--- src/rtl/operand_select_pipe.sv ---
// operand_select_pipe
//   Registered ALU operand-select stage for KGP_RISC, sitting between register
//   read and the ALU. Chooses inp1/inp2 from rs, rt, shamt or the extended
//   immediate according to opcode/fcode, applies single-source result
//   forwarding, and presents the pair one cycle later under valid/ready
//   handshaking. Supports a synchronous flush and keeps a saturating count of
//   stall cycles.
//
// Ports
//   clk        rising-edge clock
//   rst        asynchronous active-low reset
//   flush      squash the held operand pair at the next edge
//   in_valid   input bundle valid
//   in_ready   stage can accept a bundle this cycle
//   rs, rt     register-file read values
//   rs_idx     source index of rs (index 0 is hardwired zero)
//   rt_idx     source index of rt
//   shamt      shift amount
//   imm        immediate
//   opcode     instruction class
//   fcode      function code
//   fwd_en     forwarding source valid
//   fwd_idx    destination index of the forwarded result
//   fwd_data   forwarded result
//   out_valid  inp1/inp2 valid
//   out_ready  ALU accepts the operands
//   inp1       ALU operand 1
//   inp2       ALU operand 2
//   out_opcode registered opcode
//   out_fcode  registered fcode
//   stall_cnt  saturating count of cycles with out_valid && !out_ready
module operand_select_pipe #(
   parameter int unsigned DATA_W  = 32,
   parameter int unsigned IMM_W   = 22,
   parameter int unsigned SHAMT_W = 5,
   parameter int unsigned REG_AW  = 5,
   parameter int unsigned CNT_W   = 16
) (
   input  logic               clk,
   input  logic               rst,
   input  logic               flush,
   input  logic               in_valid,
   output logic               in_ready,
   input  logic [DATA_W-1:0]  rs,
   input  logic [DATA_W-1:0]  rt,
   input  logic [REG_AW-1:0]  rs_idx,
   input  logic [REG_AW-1:0]  rt_idx,
   input  logic [SHAMT_W-1:0] shamt,
   input  logic [IMM_W-1:0]   imm,
   input  logic [2:0]         opcode,
   input  logic [3:0]         fcode,
   input  logic               fwd_en,
   input  logic [REG_AW-1:0]  fwd_idx,
   input  logic [DATA_W-1:0]  fwd_data,
   output logic               out_valid,
   input  logic               out_ready,
   output logic [DATA_W-1:0]  inp1,
   output logic [DATA_W-1:0]  inp2,
   output logic [2:0]         out_opcode,
   output logic [3:0]         out_fcode,
   output logic [CNT_W-1:0]   stall_cnt
);

   logic [DATA_W-1:0] src_a;
   logic [DATA_W-1:0] src_b;
   logic [DATA_W-1:0] sel1;
   logic [DATA_W-1:0] sel2;
   logic              load;
   logic              stall;

   // Register 0 never takes a forwarded value: it always reads as rs/rt.
   always_comb begin
      src_a = rs;
      src_b = rt;
      if (fwd_en && (fwd_idx == rs_idx) && (rs_idx != '0))
         src_a = fwd_data;
      if (fwd_en && (fwd_idx == rt_idx) && (rt_idx != '0))
         src_b = fwd_data;
   end

   always_comb begin
      sel1 = src_a;
      sel2 = src_b;
      case (opcode)
         3'd0: begin
            if (fcode[3:2] == 2'b01)
               sel2 = {{(DATA_W-SHAMT_W){1'b0}}, shamt};
         end
         3'd1: sel2 = {{(DATA_W-IMM_W){imm[IMM_W-1]}}, imm};
         3'd2: sel2 = {{(DATA_W-IMM_W){1'b0}}, imm};
         default: sel2 = src_b;
      endcase
   end

   assign in_ready = !out_valid || out_ready;
   assign load     = in_valid && in_ready;
   assign stall    = out_valid && !out_ready;

   always_ff @(posedge clk or negedge rst) begin
      if (!rst) begin
         out_valid  <= 1'b0;
         inp1       <= '0;
         inp2       <= '0;
         out_opcode <= '0;
         out_fcode  <= '0;
      end else begin
         if (flush)
            out_valid <= 1'b0;
         else if (load)
            out_valid <= 1'b1;
         else if (out_ready)
            out_valid <= 1'b0;

         if (load && !flush) begin
            inp1       <= sel1;
            inp2       <= sel2;
            out_opcode <= opcode;
            out_fcode  <= fcode;
         end
      end
   end

   always_ff @(posedge clk or negedge rst) begin
      if (!rst)
         stall_cnt <= '0;
      else if (stall && (stall_cnt != '1))
         stall_cnt <= stall_cnt + 1'b1;
   end

endmodule
--- config.mk ---
export PLATFORM = sky130hd
export DESIGN_NAME = operand_select_pipe
export DESIGN_NICKNAME = d
export VERILOG_FILES = /design/src/rtl/operand_select_pipe.sv
export SDC_FILE = /design/constraint.sdc
export NUM_CORES = 1
export LEC_CHECK = 0
export ABC_AREA = 1
export CAP_MARGIN = 20
export CORE_MARGIN = 2
export CORE_UTILIZATION = 42
export DETAILED_ROUTE_END_ITERATION = 7
export GPL_TIMING_DRIVEN = 0
export PLACE_DENSITY_LB_ADDON = 0.1
export SLEW_MARGIN = 10
export SYNTH_ARGS = -nofsm -noshare
export SYNTH_HDL_FRONTEND = slang
export SYNTH_SLANG_ARGS = --single-unit
export TNS_END_PERCENT = 20
--- constraint.sdc ---
create_clock -name clk -period 1.7 [get_ports clk]
set_input_delay 0.255 -clock clk [delete_from_list [all_inputs] [get_ports clk]]
set_output_delay 0.255 -clock clk [all_outputs]
set_load 0.1 [all_outputs]
==> flow_summary.toml <==
[timing]
hold_viol = 0
relSlewSlack_pct = 61.0
worstMarginPinSlew_ps = 588
slew_viol_final = 0
finalSetupViolations = 0
grt_setup_unrepaired = "true"
fin_skew_ps = 5.97
min_period_over_period_pct = 96.9
fmax_mhz = 607
timing.final.crit_period_ps = 1650

[clocking]
numCtsBuffers = 9
tritoncts = "built"
insertion_delay_ps = 350
clk_pin_slew_worst_paths_ps = 60
clkSinkCount = 88
h-tree-depth = 3
clock-root-buffer = "clkbuf_16"
clockBufferDepth = 2

[critical_path]
arrival_ps = 1870
critical_path.startpoint_type = "flip-flop"
critPathKind = "flip-flop to flip-flop"
max_stage_delay_ps = 390
crit_buf_inv = 0
end_kind = "flip-flop"
cp_max_fo = 4
cpLargestDelayFamily = "simple AND/OR/NAND/NOR gates"
critical-path-slowest-cell = "dfrtp_2"
path_cells = "ha_1, nand3_1, or2_1, or2_0, nor2_2, nand2_1, xnor2_1"
cp.required_ps = 1930

[floorplanning]
dieHeight_um = 115
io_pins = 240
start_util_pct = 43.0
rows = 40
dieArea_um2 = 13200
die_x_um = 115
core_um2 = 12000

[route]
routed_wl_mm = 17.7
via_count = 5676
drcViolationCount = 0
drt-initial-drc-count = 388
dr.pass1.iters = 5
wl_per_cell_um = 15.4
ant_nets = 0
via_per_inst = 4.94

[yosys]
syn_area_per_cell_um2 = 7.02
yosys.area.top_type = "dfrtp_1"
ys_warn_count = 0
synth_top_area_share_pct = 42.6
syn-num-nets = 888
synth_area_um2 = 5170
synth_area_leaders = "dfrtp_1 (43%), nand2_1 (14%), nand3_1 (10%)"
yosysSeqAreaShare_pct = 42.6
yosysUniqueCellTypes = 31
ys_seq_elements = 88
synthCells = 736

[power]
power.total_mw = 9.23
power_leakage_nw = 4.34
irDropWorstVdd_mv = 0.624
powerDensity_nw_per_um2 = 1070

[layout]
diodes = 0
fin_util_pct = 71.8
layout-drive-gt1-share_pct = 20.8
fillers = 1009
nNetsFinal = 1148
syn_to_final_growth_pct = 66.8

[grt]
grt_overflow = 0
grt_max_degree = 49
grt_pass1_wl_mm = 27.4
antenna_found_initial = 0
grt_pass1_vias = 5456
grtUsageTotal_pct = 26.7

[placed_design]
port_buffers = 239
routabilityCongestion = 0.904
post-dp-hpwl_mm = 13.4

[job]
cap_violations = 0

[outcome]
outcome = "finished, final reports clean"

[hold_path]
min_path_type = "primary input to flip-flop"
flip-flops by register name, summed over array words and instances (netlist names):
register    flops
inp1           32
inp2           32
out_fcode       4
out_opcode      3
out_valid       1
stall_cnt      16
kinds of logic (layout without fill, tap and decap cells):
| logic type | Yosys count | after routing | share of synthesized area [%] |
|---|---|---|---|
| AOI/OAI and AO/OA | 73 | 73 | 7.55 |
| xor gates and xnor gates | 13 | 13 | 2.20 |
| adders and majority gates | 1 | 1 | 0.242 |
| buffers and inverters | 174 | 439 | 13.6 |
| DFF | 88 | 88 | 42.6 |
| and+or+nand+nor | 387 | 387 | 33.8 |
layout by cell type, fill, tap and decap left out, types with 8 or more instances in the layout:
cell type        count
inv_1              127
a21oi_1             54
clkbuf_16           12
buf_4                9
clkdlybuf4s15_2     88
nor2_1              43
nand3_2             23
clkbuf_2            12
nand2_1            182
clkbuf_4             8
nand3_1             84
xor2_1               8
clkdlybuf4s50_1    144
buf_6                9
dfrtp_1             83
nand4_1             33
final timing paths:
path | slack [ps] | cells after the start | to | from
max in group asynchronous | 590 | 3 | out_valid | rst
max | 50 | 7 | stall_cnt[14] | stall_cnt[0]
min in group asynchronous | 450 | 2 | out_fcode[0] | rst
min reg2reg | 480 | 2 | inp1[24] | inp1[24]
max reg2reg | 50 | 7 | stall_cnt[14] | stall_cnt[0]
min | 310 | 3 | out_opcode[2] | opcode[2]
metrics by stage:
step / cells / setup TNS, ps / hold slack [ps] / setup slack (ps) / area, um^2
2_1_floorplan: 736 / -31230 / -40.6 / -398 / 5370
3_3_place_gp: 1122 / -296900 / 462 / -3640 / 7940
3_5_place_dp: 1123 / -29430 / 287 / -598 / 7970
4_1_cts: 1140 / -522 / 438 / -40.6 / 8440
5_1_grt: 1148 / -483 / 326 / -58.9 / 8620
6_report: 1148 / 0 / 312 / 52.6 / 8620
metal layers:
metal  vias up  routed length [um]  global-route usage [%]
li1       2849                   -                       -
met1      2619                7430                    33.9
met2       186                8720                    44.3
met3        22                1190                    5.96
met4         0                 374                    10.9
met5         -                   0                       0
synthesized netlist by cell type:
cell type and count:
buf_1 1, nand2_1 186, buf_2 20, o21a_1 5
nand4_1 33, dfrtp_1 88, a21oi_2 1, nor2_4 1
nor3_1 5, nor2_1 44, o22ai_1 2, a21boi_1 1
o21ai_0 4, a21oi_1 56, clkbuf_1 16, buf_6 3
o21ai_2 1, ha_1 1, or2_1 1, nand3_1 107
xnor2_1 5, nor3_2 2, o21ai_1 3, nand2_2 2
or2_0 1, xor2_1 8, nand3_4 1, inv_2 5
inv_1 129, nor2_2 2, nor3_4 2
power breakdown:
part | switching [mW] | internal [mW]
Combinational | 3.34 | 1.11
Clock | 0.816 | 1.30
Sequential | 0.221 | 2.44
what timing repair did:
| item | CTS | global route |
|---|---|---|
| gates cloned | 0 | 3 |
| pin swaps | 0 | 6 |
| hold buffers | 1 | 0 |
| endpoints found under the setup margin | 149 | 66 |
| buffers inserted | 0 | 5 |
| hold endpoints to repair | 40 | 0 |
| gates resized for setup | 280 | 44 |
worst register-to-register path: cells and delay by family (launching register included):
| kind | cells | cell delay (ps) |
|---|---|---|
| and+or+nand+nor | 5 | 840 |
| DFF | 1 | 390 |
| adders and majority gates | 1 | 170 |
| xor gates and xnor gates | 1 | 130 |
cell type report:
cell class / count / area (um^2) / area share [%]
clock buffer: 14 / 284 / 3.29
sequential: 88 / 2210 / 25.6
inverter: 134 / 507 / 5.88
tap: 147 / 184 / 2.13
timing repair buffer: 249 / 2630 / 30.5
multi-input combinational: 474 / 2440 / 28.3
buffer: 40 / 333 / 3.86
clock inverter: 2 / 35.0 / 0.406
(Power assumes the default switching activity.)
